===== src/rtl/mdu_pkg.sv =====
// Shared definitions for the Multiply-Division Unit: funct3 opcodes,
// opcode field helpers and the result-conditioning state type.
package mdu_pkg;

  localparam logic [2:0] OP_MUL    = 3'b000;
  localparam logic [2:0] OP_MULH   = 3'b001;
  localparam logic [2:0] OP_MULHSU = 3'b010;
  localparam logic [2:0] OP_MULHU  = 3'b011;
  localparam logic [2:0] OP_DIV    = 3'b100;
  localparam logic [2:0] OP_DIVU   = 3'b101;
  localparam logic [2:0] OP_REM    = 3'b110;
  localparam logic [2:0] OP_REMU   = 3'b111;

  typedef enum logic [1:0] {IDLE, WAIT, FIX, OUT} state_t;

  function automatic logic isDiv(input logic [2:0] op);
    return op[2];
  endfunction

  function automatic logic divUnsigned(input logic [2:0] op);
    return op[0];
  endfunction

  function automatic logic isRem(input logic [2:0] op);
    return op[2] & op[1];
  endfunction

  function automatic logic mulHigh(input logic [2:0] op);
    return op[1:0] != 2'b00;
  endfunction

endpackage


===== src/rtl/cond_negate.sv =====
// Conditional two's-complement negate, modulo 2^PAR.
module cond_negate #(
  parameter int PAR = 32
) (
  input  logic           neg,
  input  logic [PAR-1:0] value,
  output logic [PAR-1:0] conditioned
);

  always_comb begin
    conditioned = value;
    if (neg) conditioned = '0 - value;
  end

endmodule


===== src/rtl/result_conditioning.sv =====
// Output-side conditioning of the MDU: launches the iterative core and applies
// RISC-V M-extension result rules before presenting the result under valid/ready.
module result_conditioning
  import mdu_pkg::*;
#(
  parameter int PAR          = 32,
  parameter int OPCODE_WIDTH = 3
) (
  input  logic                    clk,
  input  logic                    rst,
  input  logic                    startValid,
  output logic                    startReady,
  input  logic [OPCODE_WIDTH-1:0] opCode,
  input  logic [PAR-1:0]          operand0,
  input  logic [PAR-1:0]          operand1,
  output logic                    coreStart,
  input  logic                    coreDone,
  input  logic [PAR-1:0]          coreHi,
  input  logic [PAR-1:0]          coreLo,
  output logic                    resultValid,
  input  logic                    resultReady,
  output logic [PAR-1:0]          result
);

  state_t                  state;
  logic [OPCODE_WIDTH-1:0] opReg;
  logic                    negQ, negR, divZero, ovf;
  logic [PAR-1:0]          op1Reg, hiReg, loReg;
  logic [PAR-1:0]          quotient, remainder, fixValue;
  logic [2:0]              opIn, opSel;
  logic                    signedDivIn, divZeroIn, ovfIn;

  assign opIn  = opCode[2:0];
  assign opSel = opReg[2:0];

  assign signedDivIn = isDiv(opIn) && !divUnsigned(opIn);
  assign divZeroIn   = isDiv(opIn) && (operand0 == '0);
  assign ovfIn       = signedDivIn && (operand1 == {1'b1, {(PAR-1){1'b0}}}) && (operand0 == '1);

  assign startReady  = (state == IDLE);
  assign resultValid = (state == OUT);

  cond_negate #(.PAR(PAR)) quotientNeg (
    .neg         (negQ),
    .value       (loReg),
    .conditioned (quotient)
  );

  cond_negate #(.PAR(PAR)) remainderNeg (
    .neg         (negR),
    .value       (hiReg),
    .conditioned (remainder)
  );

  always_comb begin
    fixValue = '0;
    if (!isDiv(opSel))
      fixValue = mulHigh(opSel) ? hiReg : loReg;
    else if (divZero)
      fixValue = isRem(opSel) ? op1Reg : '1;
    else if (ovf)
      fixValue = isRem(opSel) ? '0 : {1'b1, {(PAR-1){1'b0}}};
    else
      fixValue = isRem(opSel) ? remainder : quotient;
  end

  // coreStart is high exactly in the first WAIT cycle, so it also serves as
  // the flag that masks coreDone in that cycle.
  always_ff @(posedge clk) begin
    if (rst) begin
      state     <= IDLE;
      coreStart <= 1'b0;
      result    <= '0;
      opReg     <= '0;
      negQ      <= 1'b0;
      negR      <= 1'b0;
      divZero   <= 1'b0;
      ovf       <= 1'b0;
    end else begin
      coreStart <= 1'b0;
      case (state)
        IDLE: if (startValid) begin
          opReg   <= opCode;
          negQ    <= signedDivIn && (operand0[PAR-1] ^ operand1[PAR-1]);
          negR    <= signedDivIn && operand1[PAR-1];
          divZero <= divZeroIn;
          ovf     <= ovfIn;
          op1Reg  <= operand1;
          if (divZeroIn || ovfIn) begin
            state <= FIX;
          end else begin
            state     <= WAIT;
            coreStart <= 1'b1;
          end
        end
        WAIT: if (coreDone && !coreStart) begin
          hiReg <= coreHi;
          loReg <= coreLo;
          state <= FIX;
        end
        FIX: begin
          result <= fixValue;
          state  <= OUT;
        end
        OUT: if (resultReady) state <= IDLE;
        default: state <= IDLE;
      endcase
    end
  end

endmodule


===== config.mk =====
export PLATFORM = sky130hd
export DESIGN_NAME = result_conditioning
export DESIGN_NICKNAME = d
export VERILOG_FILES = /design/src/rtl/mdu_pkg.sv /design/src/rtl/cond_negate.sv /design/src/rtl/result_conditioning.sv
export SDC_FILE = /design/constraint.sdc
export NUM_CORES = 1
export LEC_CHECK = 0
export BUFFER_PORTS_ARGS = -buffer_cell sky130_fd_sc_hd__buf_2
export CAP_MARGIN = 20
export CORE_MARGIN = 5
export CORE_UTILIZATION = 55
export CTS_BUF_LIST = sky130_fd_sc_hd__clkbuf_16
export DETAILED_ROUTE_END_ITERATION = 10
export GPL_TIMING_DRIVEN = 0
export PLACE_DENSITY = 0.88
export SLEW_MARGIN = 10
export SYNTH_ARGS = -nofsm -noshare
export SYNTH_HDL_FRONTEND = slang
export SYNTH_SLANG_ARGS = --single-unit

===== constraint.sdc =====
create_clock -name clk -period 7.5 [get_ports clk]
set_input_delay 1.125 -clock clk [delete_from_list [all_inputs] [get_ports clk]]
set_output_delay 1.125 -clock clk [all_outputs]
set_load 0.02 [all_outputs]

==> results of run 1 <==
-- worst paths after layout --
path | endpoint | slack, ps
setup / recovery | loReg[4] | 3860
hold / removal | result[9] | 470
setup reg to reg | result[1] | 3910
hold reg to reg | result[9] | 470
-- power groups by stage --
stage | Sequential, mW | Combinational, mW | Clock (mW)
after floorplan | 1.09 | 0.389 | 0
after global placement | 1.06 | 0.687 | 0
after detailed placement | 1.05 | 0.714 | 0
after CTS | 1.03 | 0.721 | 0.893
after global routing | 1.05 | 0.784 | 0.934
final | 1.04 | 0.751 | 0.892
-- cells in the mapped netlist (all sizes together) (16+ instances only) --
cell	count
nand3	21
inv	20
o21ai	74
xor2	29
dfxtp	42
edfxtp	96
o41ai	17
nor2	42
a21oi	27
o31ai	16
nor3	20
xnor2	26
clkbuf	36
nor4	21
nand2	67
-- final cells by class --
cell class | count | share of cell area (%)
Buffer | 49 | 2.19
Sequential cell | 138 | 39.9
Clock inverter | 15 | 2.13
Timing Repair Buffer | 177 | 9.66
Multi-Input combinational cell | 545 | 38.4
Antenna cell | 1 | 0.0268
Inverter | 20 | 0.805
Tap cell | 176 | 2.36
Clock buffer | 17 | 4.56
-- cell families (layout without fill, tap and decap cells) --
family,Yosys count,in the layout,share of synthesized area [%]
AOI/OAI and AO/OA,207,207,19.0
muxes,24,24,3.32
xor gates and xnor gates,55,55,6.37
other,0,1,0
buffers and inverters,69,278,3.69
DFF,138,138,49.2
adders and majority gates,6,6,0.992
and+or+nand+nor,253,253,17.4
-- sequential cells by signal, indices dropped and copies added, names as in the netlist, 2 cells and up --
signal / flops
state: 2
loReg: 32
result: 32
opReg: 3
hiReg: 32
op1Reg: 32
-- critical path, cell delays in order --
cell	delay, ps
buf_2	110
clkbuf_1	270
buf_1	370
nor3b_2	650
buf_4	280
buf_4	220
buf_4	240
buf_4	230
buf_4	230
-- per-stage QoR --
stage               cell area (µm²)  TNS (ps)  util [%]  setup slack [ps]
floorplan                      7570         0         -               664
global placement               8640    -99930      64.7             -1570
detailed placement             8700         0      65.1              3500
CTS                            9320         0      69.8              3950
global route                   9330         0      69.9              3780
finish                         9330         0      69.9              3860
-- routing by layer --
metal  up-vias  GRT usage [%]  wire, µm
met5         -              0         0
met4         0           19.4      1590
met3       154           11.1      3580
met2       659           51.6     12500
met1      3568           39.2      9600
li1       3289              -         -
==> results.toml, run 1 <==
[placed_design]
port_buffers = 170
dp_cells = 1104
hpwl_mm = 19.9
gp_congestion = 1.02

[power_and_ir_drop]
p_int_mw = 1.75
power_frac_clock_pct = 33.2
switching_share_pct = 34.7
p_switching_mw = 0.931
leakage_nw = 3.37
power_frac_comb_pct = 28.0
seq_power_share_pct = 38.8
total_power_mw = 2.68
ir_drop_mv = 0.182
powerDensity_mw_per_mm2 = 288

[finish]
multiInputGateArea_mm2 = 0.00358
final_cells = 1138
syn_to_final_growth_pct = 23.3
final_common_cell = "buf_2"
drive_above_1_share_pct = 25.5
n_fill_cell = 1044
seq_area_mm2 = 0.00372
final_cell_mix = "175 x buf_2, 96 x edfxtp_1, 73 x o21ai_0"
fin_nets = 1090

[timing]
fin_crit_sh_pct = 48.5
clock.fmax_mhz = 275
setup_violations = 0
max_slew.worst_pin.slew_ps = 1080
whs_ps = 467
finClkSkew_ps = 8.71
finalHoldViolations = 0
rsz0062_at_grt = "no"
slew_viol_final = 0
maxSlewHeadroom_pct = 27.7
min_period_ps = 3640

[logic_synthesis]
synth_cells = 752
yosysSeqAreaShare_pct = 49.2
syn_area_mm2 = 0.00757
syn-num-nets = 894
yosys_most_used_dff = "edfxtp_1"
ys_warn_count = 0
syn-mean-instance-area_um2 = 10.1
synthDistinctLibCells = 68
synth_area_leaders = "edfxtp_1 38%, dfxtp_1 11%, o21ai_0 4.8%, xor2_1 3.4%, nand2_1 3.3%"
async_flop_share_pct = 0
yosysTopAreaCell = "edfxtp_1"
synth_top_area_share_pct = 38.1
synth_edf_count = 96
ys_ff_latch = 138

[setup_path]
cp.required_ps = 7630
critical_path_class = "primary input to flop"
worstPathArrival_ps = 3770
cp-start-kind = "primary input"
r2r_cells = 8
cp-end-kind = "flop"
worstPathMaxFanout = 14
timing.rr.start = "opReg[0]"
crit_start = "rst"

[global_route]
grt_max_degree = 33
grt_pass1_vias = 7390
gr-usage-all-layers_pct = 32.9
grt-ovfl-total = 0
grt_antenna_before_repair = 0
grt_pass1_wl_mm = 40.2

[clock_network]
cts_tree = "done"
clk_latency_ps = 440
cts-resized-gates = 0
clock-sinks = 138
clockBufferDepth = 2
postCtsSetupRepairBufs = 0
htreeDepth = 4
root_buffer = "clkbuf_16"
numCtsBuffers = 17
cts.reportedPaths.clkPinSlew_ps = 60
hold_buffers = 0

[routing]
route.detailed.drc = 0
vias_per_cell = 6.74
dr.pass1.iters = 8
route.vias.total = 7670
drtAntennaViolNets = 0
drtIter0Drc = 1028
wl_per_cell_um = 24.0
routed_wl_mm = 27.3

[floorplanning]
io_pins = 171
core-area_mm2 = 0.0133
rows = 42
die-height_um = 127
start_util_pct = 56.7
die-area_mm2 = 0.0162
dieWidth_um = 127

[worst_hold_path]
min-delay-start = "result[9]"
holdPathStages = 2
hp-class = "flop to flop"

[run_status]
status = "complete, no violations"

[flow_run]
max-cap-violations = 0
Note: power is estimated with default switching activity, not from simulation.
==> run 2: changes to the inputs <==
==> constraint.sdc (replaced) <==
create_clock -name clk -period 3.5 [get_ports clk]
set_input_delay 0.525 -clock clk [delete_from_list [all_inputs] [get_ports clk]]
set_output_delay 0.525 -clock clk [all_outputs]
set_load 0.02 [all_outputs]
==> run 2 against run 1 <==
Compared with the run above:
- utilization shrank 0.44 points
- clock power grew 92%
- first-iteration DRC count grew 11%
- critical endpoint is now result[1]
- largest power group unchanged
==> results.toml, run 2 (synthesis results as in run 1) <==
[run_status]
status = "complete, no violations"

[global_route]
grt_pass1_vias = 7288
gr-usage-all-layers_pct = 32.1
grt_max_degree = 33
grt_antenna_before_repair = 0
grt-ovfl-total = 0
grt_pass1_wl_mm = 39.5

[clock_network]
htreeDepth = 4
clockBufferDepth = 2
clk_latency_ps = 420
cts_tree = "done"
numCtsBuffers = 17
cts.reportedPaths.clkPinSlew_ps = 60
clock-sinks = 138
root_buffer = "clkbuf_16"

[finish]
seq_area_mm2 = 0.00372
n_fill_cell = 1045
n_antenna_cell = 0
fin_nets = 1087
multiInputGateArea_mm2 = 0.00358
drive_above_1_share_pct = 25.1
syn_to_final_growth_pct = 22.5
final_cells = 1134
final_cell_mix = "175 x buf_2, 96 x edfxtp_1, 73 x o21ai_0"
final_common_cell = "buf_2"
design_area_mm2 = 0.00927

[placed_design]
hpwl_mm = 19.8
dp_cells = 1101
place_ws_ps = 161
port_buffers = 170
placed_area_mm2 = 0.00870
gp_congestion = 1.01

[setup_path]
worstPathArrival_ps = 3510
crit_buf_inv = 4
cp-start-kind = "flop"
cp_slowest_cell = "buf_1"
worstPathMaxFanout = 10
critical_path_class = "flop to flop"
cp_slowest_stage_delay_ps = 670
worstPathCellList = "clkbuf_1, nor2_1, buf_1, clkbuf_2, clkbuf_1, o21ai_0, o211ai_1, a21oi_1"
rrSetupSlack_ps = 270
cpLargestDelayFamily = "buffers and inverters"
cp.required_ps = 3780
cp-end-kind = "flop"
crit_top_cell = "clkbuf_1"

[timing]
setup_violations = 0
maxSlewHeadroom_pct = 28.9
rsz0062_at_grt = "no"
fin_crit_sh_pct = 92.2
slew_viol_final = 0
max_slew.worst_pin.slew_ps = 1060
min_period_ps = 3230
fin_ws_ps = 273
clock.fmax_mhz = 310
finClkSkew_ps = 7.00
finalHoldViolations = 0

[routing]
drtIter0Drc = 1136
dr.pass1.iters = 6
route.detailed.drc = 0
dr_wl_met3_mm = 3.32
route.vias.total = 7652
top_layer = "met4"
drt-met1-wl_mm = 9.67
drtAntennaViolNets = 0
routed_wl_mm = 27.0
wl_met2_mm = 12.3
wl_per_cell_um = 23.8
vias_per_cell = 6.75

[floorplanning]
dieWidth_um = 127
die-area_mm2 = 0.0162
start_util_pct = 56.7
die-height_um = 127
rows = 42
core-area_mm2 = 0.0133
io_pins = 171

[power_and_ir_drop]
total_power_mw = 5.53
ir_drop_mv = 0.442
powerDensity_mw_per_mm2 = 596
leakage_nw = 3.34

[worst_hold_path]
hp-class = "primary input to flop"

[flow_run]
max-cap-violations = 0
==> run 2: cell count changes in the layout (fill, tap and decap cells not counted), sizes merged <==
cell,change
clkinvlp,-1
bufinv,-2
diode,-1
buf,-4
clkinv,+2
inv,+1
clkbuf,+1
==> run 2: worst register-to-register path, cell delays in order (launching register included) <==
cell and delay (ps):
dfxtp_1 290, clkbuf_1 250, nor2_1 230, buf_1 670
clkbuf_2 510, clkbuf_1 620, o21ai_0 180, o211ai_1 230
a21oi_1 90
==> run 2: cell type report <==
| type | count | share of cell area, % |
|---|---|---|
| buffer | 49 | 2.21 |
| clock inverter | 15 | 1.46 |
| clock buffer | 17 | 4.59 |
| timing repair buffer | 174 | 9.72 |
| sequential | 138 | 40.2 |
| inverter | 20 | 0.810 |
| multi-input combinational | 545 | 38.7 |
| tap | 176 | 2.38 |
==> run 2: layer usage <==
metal,vias to the layer above,GRT usage (%)
met5,-,0
met2,681,49.5
li1,3271,-
met4,0,19.7
met1,3540,40.1
met3,160,9.02
==> run 2: repair_timing <==
action	4_1_cts	5_1_grt
setup endpoints to repair	0	1
resized for setup	0	2
hold buffers	0	0
setup buffers	0	0
==> run 2: worst paths after layout <==
path / end / from / cells past startpoint
setup / recovery: result[1] / opReg[0] / 8
hold / removal: loReg[25] / coreLo[25] / 1
setup reg to reg: result[1] / opReg[0] / 8
hold reg to reg: result[9] / result[9] / 2
==> run 2: metrics by stage <==
| stage | hold slack [ps] | util [%] | setup TNS, ps |
|---|---|---|---|
| 3_5_place_dp | 448 | 65.2 | 0 |
| 2_1_floorplan | 479 | - | 0 |
| 6_report | 276 | 69.4 | 0 |
| 3_3_place_gp | 437 | 64.8 | -48180 |
| 4_1_cts | 269 | 69.4 | 0 |
| 5_1_grt | 264 | 69.4 | 0 |
==> run 2: power breakdown <==
part,switching [mW],leakage (nW),internal (mW)
Combinational,1.05,1.85,0.544
Sequential,0.200,1.22,2.03
Clock,0.675,0.276,1.03
